===== src/rtl/vga_timing_gen_if.sv =====
// Pixel/VGA bus between the timing generator and its neighbours.
//   color_px    : 6-bit registered colour from the shape blocks {R1,R0,G1,G0,B1,B0}
//   x_px, y_px  : current pixel and line counters
//   px_tick     : one-clk pulse on each pixel advance
//   active      : undelayed visible-area flag
//   hsync/vsync : sync pins, aligned with rgb
//   rgb         : registered colour to the DAC pins, blanked outside the visible area
//   frame_start : one-clk pulse when the counters enter 0,0
// master = timing generator, slave = consumer (shape blocks / pins).
interface vga_timing_gen_if;
  logic [5:0] color_px;
  logic [9:0] x_px;
  logic [9:0] y_px;
  logic       px_tick;
  logic       active;
  logic       hsync;
  logic       vsync;
  logic [5:0] rgb;
  logic       frame_start;

  modport master (
    input  color_px,
    output x_px, y_px, px_tick, active, hsync, vsync, rgb, frame_start
  );

  modport slave (
    output color_px,
    input  x_px, y_px, px_tick, active, hsync, vsync, rgb, frame_start
  );
endinterface


===== src/rtl/vga_timing_gen.sv =====
// VGA timing generator. Produces pixel/line counters for the colour blocks, then delays
// sync and blanking by PIPE_DLY clks so they line up with the registered colour coming
// back, and drives hsync/vsync/rgb registered and sample-aligned.
// Ports:
//   clk   : system clock
//   reset : asynchronous reset, active-high
//   vga   : vga_timing_gen_if master (color_px in; counters, syncs, rgb out)
module vga_timing_gen #(
  parameter int unsigned H_VIS    = 640,
  parameter int unsigned H_FP     = 16,
  parameter int unsigned H_SYNC   = 96,
  parameter int unsigned H_BP     = 48,
  parameter int unsigned V_VIS    = 480,
  parameter int unsigned V_FP     = 10,
  parameter int unsigned V_SYNC   = 2,
  parameter int unsigned V_BP     = 33,
  parameter int unsigned CLK_DIV  = 1,
  parameter int unsigned PIPE_DLY = 1,
  parameter int unsigned SYNC_POL = 0
) (
  input  logic               clk,
  input  logic               reset,
  vga_timing_gen_if.master   vga
);

  localparam int unsigned H_TOTAL = H_VIS + H_FP + H_SYNC + H_BP;
  localparam int unsigned V_TOTAL = V_VIS + V_FP + V_SYNC + V_BP;

  localparam logic [1:0] DIV_MAX  = 2'(CLK_DIV - 1);
  localparam logic [9:0] H_MAX    = 10'(H_TOTAL - 1);
  localparam logic [9:0] V_MAX    = 10'(V_TOTAL - 1);
  localparam logic [9:0] H_VIS_C  = 10'(H_VIS);
  localparam logic [9:0] V_VIS_C  = 10'(V_VIS);
  localparam logic [9:0] HS_START = 10'(H_VIS + H_FP);
  localparam logic [9:0] HS_END   = 10'(H_VIS + H_FP + H_SYNC);
  localparam logic [9:0] VS_START = 10'(V_VIS + V_FP);
  localparam logic [9:0] VS_END   = 10'(V_VIS + V_FP + V_SYNC);
  localparam logic       POL      = 1'(SYNC_POL);
  // Delay-line idle word: {hs, vs, active} = inactive syncs, blanked.
  localparam logic [2:0] DLY_IDLE = {~POL, ~POL, 1'b0};

  logic [1:0] div_q, div_d;
  logic       tick_q;
  logic [9:0] x_q, y_q;
  logic       frame_q;
  logic       hs_raw, vs_raw, act;
  logic [2:0] dly;
  logic       hs_q, vs_q;
  logic [5:0] rgb_q;

  always_comb begin
    div_d  = (div_q == DIV_MAX) ? 2'd0 : div_q + 2'd1;
    act    = (x_q < H_VIS_C) && (y_q < V_VIS_C);
    hs_raw = ((x_q >= HS_START) && (x_q < HS_END)) ? POL : ~POL;
    vs_raw = ((y_q >= VS_START) && (y_q < VS_END)) ? POL : ~POL;
  end

  // tick_q is registered from the next prescaler value, so it is high exactly in the
  // cycles where the prescaler sits at its wrap value, and never during reset.
  always_ff @(posedge clk or posedge reset) begin
    if (reset) begin
      div_q   <= 2'd0;
      tick_q  <= 1'b0;
      x_q     <= 10'd0;
      y_q     <= 10'd0;
      frame_q <= 1'b0;
    end else begin
      div_q   <= div_d;
      tick_q  <= (div_d == DIV_MAX);
      frame_q <= 1'b0;
      if (tick_q) begin
        if (x_q == H_MAX) begin
          x_q <= 10'd0;
          if (y_q == V_MAX) begin
            y_q     <= 10'd0;
            frame_q <= 1'b1;
          end else begin
            y_q <= y_q + 10'd1;
          end
        end else begin
          x_q <= x_q + 10'd1;
        end
      end
    end
  end

  // Alignment line matching the downstream colour latency.
  if (PIPE_DLY == 0) begin : g_nodly
    assign dly = {hs_raw, vs_raw, act};
  end else begin : g_dly
    logic [2:0] line_q [PIPE_DLY];
    always_ff @(posedge clk or posedge reset) begin
      if (reset) begin
        for (int i = 0; i < int'(PIPE_DLY); i++) line_q[i] <= DLY_IDLE;
      end else begin
        line_q[0] <= {hs_raw, vs_raw, act};
        for (int i = 1; i < int'(PIPE_DLY); i++) line_q[i] <= line_q[i-1];
      end
    end
    assign dly = line_q[PIPE_DLY-1];
  end

  always_ff @(posedge clk or posedge reset) begin
    if (reset) begin
      hs_q  <= ~POL;
      vs_q  <= ~POL;
      rgb_q <= 6'd0;
    end else begin
      hs_q  <= dly[2];
      vs_q  <= dly[1];
      rgb_q <= dly[0] ? vga.color_px : 6'd0;
    end
  end

  assign vga.x_px        = x_q;
  assign vga.y_px        = y_q;
  assign vga.px_tick     = tick_q;
  assign vga.active      = act;
  assign vga.hsync       = hs_q;
  assign vga.vsync       = vs_q;
  assign vga.rgb         = rgb_q;
  assign vga.frame_start = frame_q;

endmodule


===== src/flat_wrapper.sv =====
// flat-port wrapper written by rule: the top's interface ports become plain ports
module vga_timing_gen_flat 
#(
  parameter int unsigned H_VIS    = 640,
  parameter int unsigned H_FP     = 16,
  parameter int unsigned H_SYNC   = 96,
  parameter int unsigned H_BP     = 48,
  parameter int unsigned V_VIS    = 480,
  parameter int unsigned V_FP     = 10,
  parameter int unsigned V_SYNC   = 2,
  parameter int unsigned V_BP     = 33,
  parameter int unsigned CLK_DIV  = 1,
  parameter int unsigned PIPE_DLY = 1,
  parameter int unsigned SYNC_POL = 0
)
  (clk, reset, vga_color_px, vga_x_px, vga_y_px, vga_px_tick, vga_active, vga_hsync, vga_vsync, vga_rgb, vga_frame_start);
  vga_timing_gen_if vga_i ();
  input  logic clk;
  input  logic reset;
  input wire logic [$bits(vga_i.color_px)-1:0] vga_color_px;
  output wire logic [$bits(vga_i.x_px)-1:0] vga_x_px;
  output wire logic [$bits(vga_i.y_px)-1:0] vga_y_px;
  output wire logic [$bits(vga_i.px_tick)-1:0] vga_px_tick;
  output wire logic [$bits(vga_i.active)-1:0] vga_active;
  output wire logic [$bits(vga_i.hsync)-1:0] vga_hsync;
  output wire logic [$bits(vga_i.vsync)-1:0] vga_vsync;
  output wire logic [$bits(vga_i.rgb)-1:0] vga_rgb;
  output wire logic [$bits(vga_i.frame_start)-1:0] vga_frame_start;
  assign vga_i.color_px = vga_color_px;
  assign vga_x_px = vga_i.x_px;
  assign vga_y_px = vga_i.y_px;
  assign vga_px_tick = vga_i.px_tick;
  assign vga_active = vga_i.active;
  assign vga_hsync = vga_i.hsync;
  assign vga_vsync = vga_i.vsync;
  assign vga_rgb = vga_i.rgb;
  assign vga_frame_start = vga_i.frame_start;
  vga_timing_gen #(.H_VIS(H_VIS), .H_FP(H_FP), .H_SYNC(H_SYNC), .H_BP(H_BP), .V_VIS(V_VIS), .V_FP(V_FP), .V_SYNC(V_SYNC), .V_BP(V_BP), .CLK_DIV(CLK_DIV), .PIPE_DLY(PIPE_DLY), .SYNC_POL(SYNC_POL)) u_core (.clk(clk), .reset(reset), .vga(vga_i));
endmodule

===== config.mk =====
export PLATFORM = sky130hd
export DESIGN_NAME = vga_timing_gen_flat
export DESIGN_NICKNAME = d
export VERILOG_FILES = /design/src/rtl/vga_timing_gen_if.sv /design/src/rtl/vga_timing_gen.sv /design/src/flat_wrapper.sv
export SDC_FILE = /design/constraint.sdc
export NUM_CORES = 1
export LEC_CHECK = 0
export BUFFER_PORTS_ARGS = -buffer_cell sky130_fd_sc_hd__buf_4
export CAP_MARGIN = 40
export CORE_MARGIN = 3
export CORE_UTILIZATION = 30
export CTS_BUF_LIST = sky130_fd_sc_hd__clkbuf_16
export DETAILED_ROUTE_END_ITERATION = 10
export SKIP_CTS_REPAIR_TIMING = 1
export SLEW_MARGIN = 5
export SYNTH_ARGS = -nofsm -noshare
export SYNTH_HDL_FRONTEND = slang
export SYNTH_SLANG_ARGS = --single-unit
export TNS_END_PERCENT = 10

===== constraint.sdc =====
create_clock -name clk -period 2.8 [get_ports clk]
set_clock_uncertainty 0.05 [all_clocks]
set_input_delay 0.7 -clock clk [delete_from_list [all_inputs] [get_ports clk]]
set_output_delay 0.7 -clock clk [all_outputs]
set_load 0.01 [all_outputs]

# After elaboration in Yosys (flattened, before gate mapping)

Cells that the tools add are included.

Flip-flop bits (word level): 35
Input bits: 8
Output and inout port bits: 31

Add/subtract/negate cells: 3
Order comparisons: 6
Equality and inequality tests: 2
Mux-type cells: 9
Reductions and logical operators: 6

Operator list:

| operator              | number |
|---|---|
| $add 10x1->10 const B | 2 |
| $eq 10x10->1 const B  | 2 |
| $lt 10x10->1 const B  | 2 |
| $lt 10x9->1 const B   | 2 |
| $mux 10               | 2 |
| $ge 10x10->1 const B  | 1 |
| $ge 10x9->1 const B   | 1 |
| $mux 6                | 1 |
| $mux 1                | 5 |
| $logic_not 2->1       | 2 |
| $logic_and 1x1->1     | 3 |
| $add 2x1->2 const B   | 1 |
| $mux 2                | 1 |
| $reduce_and 2->1      | 1 |

# Logic depth before layout (Yosys ltp)

Gate-level depths: netlist of the first run.

Depth in word-level cells: 4
Mapped depth: 6

# Worst setup path before layout of the first run

Ideal clock, no wire load.

Path kind: register -> register
Start point: reg u_core.x_q[0], in the netlist u_core.vga.x_px[0]
End point: reg u_core.y_q[4], in the netlist u_core.vga.y_px[4]
Library setup time: 0.066 ns
Arrival: 2.032 ns
Slack: 0.652 ns
Cell stages (with the launch flop): 7
Buffers on the path: 1
Clock period less this slack: 2.148 ns
Path through: dfrtp_1 -> ha_1 -> nand2_2 -> or4_4 -> buf_6 -> or4b_1 -> nand2_1

Cells in the longest elaborated chain, start to end: 2

RTL lines:

| what                       | RTL line             | RTL |
|---|---|---|
| start, declared            | vga_timing_gen.sv:44 | `logic [9:0] x_q, y_q;` |
| start signal, assigned     | vga_timing_gen.sv:81 | `x_q <= x_q + 10'd1;` |
| $eq 10x10->1               | vga_timing_gen.sv:72 | `if (x_q == H_MAX) begin` |
| $reduce_and 2->1 (no line) | -                    |  |
| end signal, assigned       | vga_timing_gen.sv:78 | `y_q <= y_q + 10'd1;` |
| end, declared              | vga_timing_gen.sv:44 |  |

No other way between the ends.
A chain may end at the register's enable or synchronous reset.

# Worst setup path in the final report of the first run

Start point: reg u_core.x_q[0], in the netlist u_core.vga.x_px[0]
End point: reg u_core.y_q[9], in the netlist u_core.vga.y_px[9]

The elaborated chain is that of the path after synthesis.

==> results by group, run 1 <==
Floorplanning
  • CORE AREA: between 0.004 and 0.005 mm²
  • Effective utilization at floorplan: 32.0%
  • Floorplan die height: approximately 80 µm
  • I/O pin cnt: 39
  • Number of placement rows: 25
  • Die Outline Area: ~0.0061 mm²
  • Horizontal die dimension: 78.1 µm

CTS
  • Clock Root Buffer: sky130_fd_sc_hd__clkbuf_16
  • Deepest clock path buffer count: 2
  • H-tree Lvls: 2
  • TritonCTS Buffers: 5
  • Sink count of the clock tree: 35
  • Worst-Skew Late Latency: roughly 280 ps
  • Clock tree from TritonCTS: yes
  • Clock transition at path regs: about 60 ps

Route
  • DR vias: 1172
  • Number of violations reported at the end of detailed-routing iteration 0: between 50 and 60
  • Number of detailed-route iterations in the first pass: 4
  • Via density: around 4.6
  • Mean routed wirelength per cell: around 13 µm
  • Detailed Route WL: 3.23 mm
  • Remaining routing DRC violations: 0
  • ANT nets after route: 0

STA
  • Portion of the clock cycle consumed by the worst path in the final layout: approximately four fifths
  • Period minus WS final: about 2200 ps
  • Setup repair after global routing missed its margin: false
  • Final hold violations: 0
  • Worst hold margin: roughly 300 ps
  • Slew at the pin closest to its max-slew limit: just under 700 ps
  • Sum Neg Setup Slack: 0 ps
  • Worst slew margin relative to its limit: a little over half
  • Max Clk Rate: roughly 450 MHz
  • Final setup violation count: 0
  • Minimum setup slack in the final design: approximately 580 ps
  • Number of slew-limit violations in the final report: 0

Flow run
  • Number of max-cap violations: 0

Worst setup path
  • Worst setup SP type: flop
  • Worst Path Required: around 3000 ps
  • Maximum fanout along the worst path: 11
  • Critical path data arrival time: 2360 ps
  • Kind of end point of the critical path: flop
  • FF-to-FF End: u_core.vga.y_px[9]
  • R2r worst-path depth: 5
  • CP max stage cell: sky130_fd_sc_hd__or4_4
  • Setup slack of the worst register-to-register path: 580 ps
  • Crit path buf inv count: 0
  • Largest stage delay on the critical path: 630 ps
  • Cell breakdown of the critical path: ha_1 > nand2_2 > or4_4 > or4_1 > o21ai_0
  • Reg-to-reg startpoint: u_core.vga.x_px[0]
  • Critical setup path kind: flop to flop
  • Top Family by Delay on Critical Path: simple AND/OR/NAND/NOR gates

Placement
  • HPWL after detailed placement: approximately 2.3 mm
  • Worst setup timing slack at the placement stage: 600 ps
  • Count of port buffers added during placement: 38
  • RD Place Congestion: about 0.78

GRT
  • Global-route congestion overflow total: 0
  • Pin count of the biggest net entering global routing: 36
  • Antenna violations before repair: 0
  • All-Layer GR Usage: between 10 and 15%
  • First-pass GRT wire length: about 5.5 mm
  • Via count of the first global-routing pass: 1160

Power
  • Gate power share: around 2.4%
  • Cell internal pwr: around 1000 µW
  • Psw: ~220 µW
  • Post-route total power: between 1000 and 1500 µW
  • Power per cell area: 593 mW/mm²
  • Clock power share: 56.8%
  • Switching share of power: between 10% and 20%
  • P_leak: 0.000959 µW
  • Proportion of power drawn by flip-flops and latches: about two fifths
  • Largest voltage drop on the vdd net: 207 µV

Synthesis
  • Top-area cell type share of the netlist area: slightly below 50%
  • Most common flop cell mapped by yosys: sky130_fd_sc_hd__dfrtp_1
  • Gate count after technology mapping: 141
  • Number of enable-type register cells in the synthesized netlist: 0
  • Share of synthesized registers carrying an async set or reset: 100%
  • Cell area after synthesis: around 0.0016 mm²
  • Post-Syn Nets: between 150 and 200
  • Leading area contributor after synthesis: sky130_fd_sc_hd__dfrtp_1
  • Count of synthesis-stage warnings from yosys: 0
  • Average cell area after synthesis: ~11 µm²
  • Sequential area share after synthesis: 56.5%
  • Synthesized flop and latch total: 35
  • Unique cell type count in the Yosys netlist: 37
  • Cells taking the most area after synthesis: sky130_fd_sc_hd__dfrtp_1 (50%), sky130_fd_sc_hd__dfstp_2 (6.7%), sky130_fd_sc_hd__ha_1 (4.0%)

Status
  • Outcome: completed

Layout
  • Final core utilization: 43.3%
  • Ant. Diodes: 0
  • Filler instances: around 500
  • P&R area growth vs syn: 35.5%
  • Final #Nets: just under 200
  • Proportion of layout cells with a drive suffix above 1: a little under a third

Worst hold path
  • Path category of the worst min-delay check: flop to flop
  • Startpoint of the most critical hold path: u_core.dly[1]
  • Hold-critical path depth: 0
  • Hold EP: u_core.vga.vsync
-- cell usage after synthesis (2+ instances only) --
cell,n
sky130_fd_sc_hd__dfrtp_1,31
sky130_fd_sc_hd__buf_6,2
sky130_fd_sc_hd__and3_1,5
sky130_fd_sc_hd__xor2_1,3
sky130_fd_sc_hd__nor3_1,4
sky130_fd_sc_hd__a21oi_1,2
sky130_fd_sc_hd__ha_1,5
sky130_fd_sc_hd__o21ai_0,8
sky130_fd_sc_hd__dfstp_2,4
sky130_fd_sc_hd__xnor2_1,5
sky130_fd_sc_hd__nand3_1,8
sky130_fd_sc_hd__inv_1,10
sky130_fd_sc_hd__a22o_1,2
sky130_fd_sc_hd__and2_1,7
sky130_fd_sc_hd__nand4_1,8
sky130_fd_sc_hd__nor2_1,6
sky130_fd_sc_hd__or3_1,2
sky130_fd_sc_hd__nor4_1,2
sky130_fd_sc_hd__nand2_1,9
-- sequential cells by signal (all words and copies together) (netlist names) --
name,count
u_core.dly,3
u_core.vga.hsync,1
u_core.vga.vsync,1
u_core.vga.x_px,10
u_core.vga.rgb,6
u_core.div_q,2
u_core.vga.px_tick,1
u_core.vga.frame_start,1
u_core.vga.y_px,10
-- cells by family after synthesis --
kind of cell	after synthesis	synth area share [%]
fa+ha+maj	5	4.01
compound gates	17	6.66
mux	2	1.36
xor+xnor	8	4.49
simple gates	62	23.2
buf+inv	12	3.85
flops	35	56.5
-- power groups by stage --
stage	Clock, µW	Combinational (µW)	Sequential, µW
after floorplan	0	10.3	523
after global placement	0	30.9	520
after detailed placement	0	31.0	521
after CTS	730	31.2	512
after global routing	750	33.6	512
final	713	29.8	512
-- worst max path at each step --
stage / from / to / slack (ps) / cells after the start
after floorplan: u_core.vga.x_px[0] / u_core.vga.y_px[4] / 650 / 6
after global placement: u_core.vga.x_px[0] / u_core.vga.y_px[9] / 690 / 5
after detailed placement: u_core.vga.x_px[0] / u_core.vga.y_px[9] / 600 / 5
after CTS: u_core.vga.x_px[0] / u_core.vga.y_px[9] / 590 / 5
after global routing: u_core.vga.x_px[0] / u_core.vga.y_px[9] / 430 / 5
final: u_core.vga.x_px[0] / u_core.vga.y_px[9] / 580 / 5
-- cells in the final DEF, fill, tap and decap left out, types with 2 or more instances in the layout --
cell,Yosys,layout
sky130_fd_sc_hd__buf_4,0,40
sky130_fd_sc_hd__dfrtp_1,31,31
sky130_fd_sc_hd__inv_1,10,10
sky130_fd_sc_hd__nand2_1,9,9
sky130_fd_sc_hd__nand3_1,8,8
sky130_fd_sc_hd__nand4_1,8,8
sky130_fd_sc_hd__o21ai_0,8,8
sky130_fd_sc_hd__and2_1,7,7
sky130_fd_sc_hd__nor2_1,6,6
sky130_fd_sc_hd__and3_1,5,5
sky130_fd_sc_hd__xnor2_1,5,5
sky130_fd_sc_hd__ha_1,5,5
sky130_fd_sc_hd__clkbuf_16,0,5
sky130_fd_sc_hd__nor3_1,4,4
sky130_fd_sc_hd__dfstp_2,4,4
sky130_fd_sc_hd__xor2_1,3,3
sky130_fd_sc_hd__or3_1,2,2
sky130_fd_sc_hd__a21oi_1,2,2
sky130_fd_sc_hd__a22o_1,2,2
sky130_fd_sc_hd__nor4_1,2,2
sky130_fd_sc_hd__bufinv_16,0,2
-- cell type report --
type | count | area, µm² | area share (%)
Inverter | 10 | 37.5 | 1.78
Multi-Input combinational cell | 94 | 619 | 29.3
Clock inverter | 3 | 67.6 | 3.20
Sequential cell | 35 | 881 | 41.7
Tap cell | 67 | 83.8 | 3.96
Timing Repair Buffer | 40 | 300 | 14.2
Clock buffer | 5 | 125 | 5.92
-- metrics by stage --
stage | std cells | area, µm²
floorplan | 141 | 1560
global placement | 246 | 1920
detailed placement | 246 | 1920
CTS | 254 | 2110
global route | 254 | 2110
finish | 254 | 2110
-- per-layer routing --
metal | track usage, % | routed length (µm) | vias up
met4 | 6.47 | 0 | 0
met5 | 0 | 0 | -
met3 | 3.21 | 173 | 0
li1 | - | - | 592
met1 | 14.6 | 1560 | 546
met2 | 17.0 | 1500 | 34
Note: power is estimated with default switching activity, not from simulation.
==> inputs of run 2 (changes only) <==
clock period = 2.1 ns   (was 2.8 ns; I/O delays follow)
==> run 2 against run 1 <==
  * Total power increased by 17%
  * Design area increased by 2.1%
  * Clock-buffer cell count unchanged
  * Maximum frequency increased by 11%
  * Highest routed layer is now met4
  * Die area unchanged
  * Routed wire length increased by 6.0%
  * Core utilization increased by 0.92 points
==> results by group, run 2 (synthesis gave the netlist of run 1 again) <==
CTS
  • Clock tree from TritonCTS: yes
  • Sink count of the clock tree: 35
  • TritonCTS Buffers: 5
  • Clock Root Buffer: sky130_fd_sc_hd__clkbuf_16
  • Worst-Skew Late Latency: approximately 280 ps
  • Clock transition at path regs: 60 ps
  • H-tree Lvls: 2
  • Deepest clock path buffer count: 2

Route
  • Number of violations reported at the end of detailed-routing iteration 0: 25
  • Via density: between 4 and 5
  • Mean routed wirelength per cell: ~13 µm
  • Remaining routing DRC violations: 0
  • Detailed Route WL: 3.43 mm
  • Number of detailed-route iterations in the first pass: 4
  • DR vias: approximately 1200
  • ANT nets after route: 0

Power
  • P_leak: about 0.00099 µW
  • Power per cell area: 678 mW/mm²
  • Largest voltage drop on the vdd net: roughly 340 µV

Layout
  • Final #Nets: 210
  • Top library cells by usage in the layout, fill and taps aside: sky130_fd_sc_hd__buf_4 (51), sky130_fd_sc_hd__dfrtp_1 (29), sky130_fd_sc_hd__inv_1 (10)
  • P&R area growth vs syn: 38.4%
  • Most frequent standard cell in the layout excluding fill and tap cells: sky130_fd_sc_hd__buf_4
  • Final core utilization: 44.3%
  • Ant. Diodes: 0
  • Proportion of layout cells with a drive suffix above 1: a little over a third

Floorplanning
  • Die Outline Area: roughly 0.006 mm²
  • Effective utilization at floorplan: a little under a third
  • Number of placement rows: 25
  • Horizontal die dimension: between 70 and 80 µm
  • I/O pin cnt: 39
  • Floorplan die height: around 80 µm
  • CORE AREA: 0.00488 mm²

GRT
  • Via count of the first global-routing pass: between 1000 and 1500
  • Antenna violations before repair: 0
  • Global-route congestion overflow total: 0
  • Pin count of the biggest net entering global routing: 36
  • All-Layer GR Usage: 12.1%
  • First-pass GRT wire length: roughly 5.7 mm

Worst setup path
  • Maximum fanout along the worst path: 11
  • Largest stage delay on the critical path: between 500 and 600 ps
  • Crit path buf inv count: 0
  • Critical path data arrival time: between 2000 and 2500 ps
  • Top Family by Delay on Critical Path: simple AND/OR/NAND/NOR gates
  • Cell breakdown of the critical path: ha_2 > nand2_2 > or4_4 > or4_1 > o21ai_0
  • Kind of end point of the critical path: flop
  • Critical setup path kind: flop to flop
  • Worst Path Required: approximately 2300 ps
  • Worst setup SP type: flop
  • CP max stage cell: sky130_fd_sc_hd__or4_4

STA
  • Max Clk Rate: between 500 and 600 MHz
  • Final setup violation count: 0
  • Portion of the clock cycle consumed by the worst path in the final layout: between 90% and 100%
  • Setup repair after global routing missed its margin: false
  • Final hold violations: 0
  • Number of slew-limit violations in the final report: 0
  • Worst slew margin relative to its limit: ~71%
  • Sum Neg Setup Slack: 0 ps
  • Slew at the pin closest to its max-slew limit: between 400 and 500 ps
  • Period minus WS final: roughly 2000 ps

Worst hold path
  • Path category of the worst min-delay check: input pin to async pin

Placement
  • RD Place Congestion: just over 0.8
  • HPWL after detailed placement: 2.45 mm
  • Count of port buffers added during placement: 38

Status
  • Outcome: completed

Flow run
  • Number of max-cap violations: 0
## run 2: area by class of cell
class | instances | area, µm²
Sequential cell | 35 | 883
Inverter | 10 | 37.5
Clock inverter | 3 | 25.0
Fill cell | 492 | 2720
Tap cell | 67 | 83.8
Multi-Input combinational cell | 94 | 622
Clock buffer | 5 | 125
Timing Repair Buffer | 51 | 383
## run 2: per-stage QoR
step                instances  hold slack, ps  setup WS, ps  cell area, µm²  power [µW]
global placement          257             296           130            2010         735
CTS                       265             306          52.1            2160        1480
global route              265             313          19.8            2160        1520
finish                    265             288           106            2160        1460
detailed placement        257             298          78.1            2010         735
floorplan                 141             295          31.8            1570         711
## run 2: worst paths after layout
kind / start / to / slack (ps) / cells past startpoint
max: u_core.vga.x_px[1] / u_core.vga.y_px[9] / 110 / 5
min: reset / u_core.vga.x_px[4] / 290 / 3
max reg2reg: u_core.vga.x_px[1] / u_core.vga.y_px[9] / 110 / 5
min reg2reg: u_core.dly[1] / u_core.vga.vsync / 300 / 0
max in group asynchronous: reset / u_core.dly[1] / 1380 / 3
min in group clk: u_core.dly[1] / u_core.vga.vsync / 300 / 0
## run 2: layer usage
| metal | track usage (%) | part of all wire [%] |
|---|---|---|
| met5 | 0 | 0 |
| met4 | 5.77 | 2.0 |
| met3 | 3.67 | 6.9 |
| met2 | 17.5 | 44 |
| met1 | 16.4 | 47 |
## run 2: power by group
group	switching, µW	internal, µW
clock	299	443
sequential	1.29	681
combinational	20.2	19.4
total	320	1140
## run 2: worst register-to-register path, cell delays in order (launching register included)
cell and delay [ps]:
sky130_fd_sc_hd__dfrtp_2 400, sky130_fd_sc_hd__ha_2 240, sky130_fd_sc_hd__nand2_2 70, sky130_fd_sc_hd__or4_4 560, sky130_fd_sc_hd__or4_1 520, sky130_fd_sc_hd__o21ai_0 80
==> inputs of run 3 (changes only) <==
CORE_UTILIZATION = 45   (was 30)
GPL_TIMING_DRIVEN = 0   (was default)
PLACE_DENSITY = 0.69   (was default)
clock period = 2.12 ns   (was 2.1 ns; I/O delays follow)
==> run 3 against run 2 <==
  * Die area decreased by 31%
  * Combinational power increased by 5.6%
  * Sequential share of layout area decreased by 0.25 points
  * Maximum frequency decreased by 4.1%
  * Sequential power decreased by 0.7%
  * Critical path depth unchanged
  * Critical path type unchanged
  * Register-to-register slack got worse by 60 ps
  * Flip-flop and latch count unchanged
  * Setup slack got worse by 65 ps
  * Total power decreased by 4.9%
  * Routed wire length decreased by 0.93%
==> results by group, run 3 (synthesis gave the netlist of run 1 again) <==
Status
  • Outcome: completed

Route
  • ANT nets after route: 0
  • DR vias: 1263
  • Mean routed wirelength per cell: approximately 14 µm
  • Via density: around 5.2
  • Number of violations reported at the end of detailed-routing iteration 0: 48
  • Number of detailed-route iterations in the first pass: 4
  • Remaining routing DRC violations: 0
  • Detailed Route WL: 3.39 mm

CTS
  • H-tree Lvls: 2
  • Clock transition at path regs: ~50 ps
  • Deepest clock path buffer count: 2
  • Clock tree from TritonCTS: yes
  • Clock Root Buffer: sky130_fd_sc_hd__clkbuf_16
  • Worst-Skew Late Latency: around 280 ps
  • TritonCTS Buffers: 5
  • Sink count of the clock tree: 35

STA
  • Sum Neg Setup Slack: 0 ps
  • Worst hold margin: 304 ps
  • Max Clk Rate: between 400 and 500 MHz
  • Final setup violation count: 0
  • Worst slew margin relative to its limit: between 40% and 50%
  • Slew at the pin closest to its max-slew limit: ~800 ps
  • Number of slew-limit violations in the final report: 0
  • Period minus WS final: approximately 2100 ps
  • Final hold violations: 0
  • Portion of the clock cycle consumed by the worst path in the final layout: 98.0%

Worst setup path
  • Critical setup path kind: flop to flop
  • Largest stage delay on the critical path: about 560 ps
  • Reg-to-reg startpoint: u_core.vga.x_px[5]
  • FF-to-FF End: u_core.vga.y_px[4]
  • CP max stage cell: sky130_fd_sc_hd__or4_4
  • Worst Path Required: approximately 2300 ps
  • R2r worst-path depth: 5
  • Crit path launch: u_core.vga.x_px[5]
  • Maximum fanout along the worst path: 7
  • Setup slack of the worst register-to-register path: around 42 ps
  • Worst setup SP type: flop
  • Critical path data arrival time: between 2000 and 2500 ps
  • Kind of end point of the critical path: flop
  • Cell breakdown of the critical path: or2_4 > or4_4 > buf_8 > or4b_4 > nand2_2

Layout
  • Ant. Diodes: 0
  • Finished Cell Area: around 0.0022 mm²
  • Top library cells by usage in the layout, fill and taps aside: sky130_fd_sc_hd__buf_4 (48), sky130_fd_sc_hd__dfrtp_1 (28), sky130_fd_sc_hd__inv_1 (12)
  • Final #Nets: ~210
  • P&R area growth vs syn: 39.5%
  • Final core utilization: about two thirds
  • Most frequent standard cell in the layout excluding fill and tap cells: sky130_fd_sc_hd__buf_4
  • Proportion of layout cells with a drive suffix above 1: about 38%
  • Filler instances: roughly 240

Placement
  • Count of port buffers added during placement: 38
  • HPWL after detailed placement: approximately 2.3 mm
  • RD Place Congestion: 0.860
  • Instance area after placement: 0.00193 mm²

Worst hold path
  • Hold EP: u_core.vga.vsync
  • Startpoint of the most critical hold path: u_core.dly[1]
  • Hold-critical path depth: 0
  • Path category of the worst min-delay check: flop to flop

GRT
  • Pin count of the biggest net entering global routing: 22
  • Via count of the first global-routing pass: between 1000 and 1500
  • Antenna violations before repair: 0
  • Met3 usage: under 10%
  • Met2 track demand over resource in global routing: between 20% and 30%
  • All-Layer GR Usage: ~17%
  • First-pass GRT wire length: ~5.4 mm
  • Most heavily used metal layer in global routing: met2
  • Global-route congestion overflow total: 0
  • Met1 usage: 21.6%

Power
  • Power per cell area: about 640 mW/mm²
  • P_leak: 0.00100 µW
  • Proportion of power drawn by flip-flops and latches: 48.6%
  • Psw: approximately 270 µW
  • Largest voltage drop on the vdd net: approximately 430 µV
  • Clock power share: between 40% and 50%
  • Switching share of power: about 20%
  • Post-route total power: roughly 1400 µW
  • Gate power share: about 3%
  • Cell internal pwr: 1120 µW

Floorplanning
  • Horizontal die dimension: roughly 65 µm
  • Number of placement rows: 20
  • Floorplan die height: 64.9 µm
  • CORE AREA: around 0.0032 mm²
  • Effective utilization at floorplan: 49.1%
  • I/O pin cnt: 39
  • Die Outline Area: between 0.004 and 0.005 mm²

Flow run
  • Number of max-cap violations: 0
run 3: stage by stage:
step           instances  setup slack [ps]
3_3_place_gp         223             -55.6
6_report             243              41.8
3_5_place_dp         225             -49.8
5_1_grt              243             -5.72
2_1_floorplan        141              6.60
4_1_cts              233             -73.5
run 3: how the worst max path moves through the flow:
stage / to / cells past startpoint
floorplan: u_core.vga.y_px[4] / 6
global placement: u_core.vga.y_px[8] / 5
detailed placement: u_core.vga.y_px[4] / 6
CTS: u_core.vga.y_px[4] / 6
global route: u_core.vga.x_px[3] / 4
finish: u_core.vga.y_px[4] / 5
run 3: area by class of cell:
cell class	instances	area [µm²]	share of cell area, %
clock inverters	3	12.5	0.575
clock buffers	5	125	5.75
inverters	10	37.5	1.73
well taps	44	55.1	2.53
multi-input cells	94	649	29.8
repair buffers	50	385	17.7
flip-flops and latches	35	885	40.7
plain buffers	2	26.3	1.21
run 3: worst max-delay path: cells and delay by family (launching register included):
family	cells	cell delay [ps]
and+or+nand+nor	4	1380
DFF	1	450
buffers and inverters	1	150
run 3: metal layers:
metal  vias up  share of wire, %
met5         -                 0
met4         0               1.5
met3         8               6.7
met2        36                47
met1       608                45
li1        611                 -
run 3: power by group through the flow:
stage / Combinational [µW] / Clock (µW) / Sequential, µW
floorplan: 13.6 / 0 / 691
global placement: 38.7 / 0 / 687
detailed placement: 43.4 / 0 / 688
CTS: 43.5 / 687 / 677
global route: 46.5 / 718 / 676
finish: 41.8 / 673 / 677
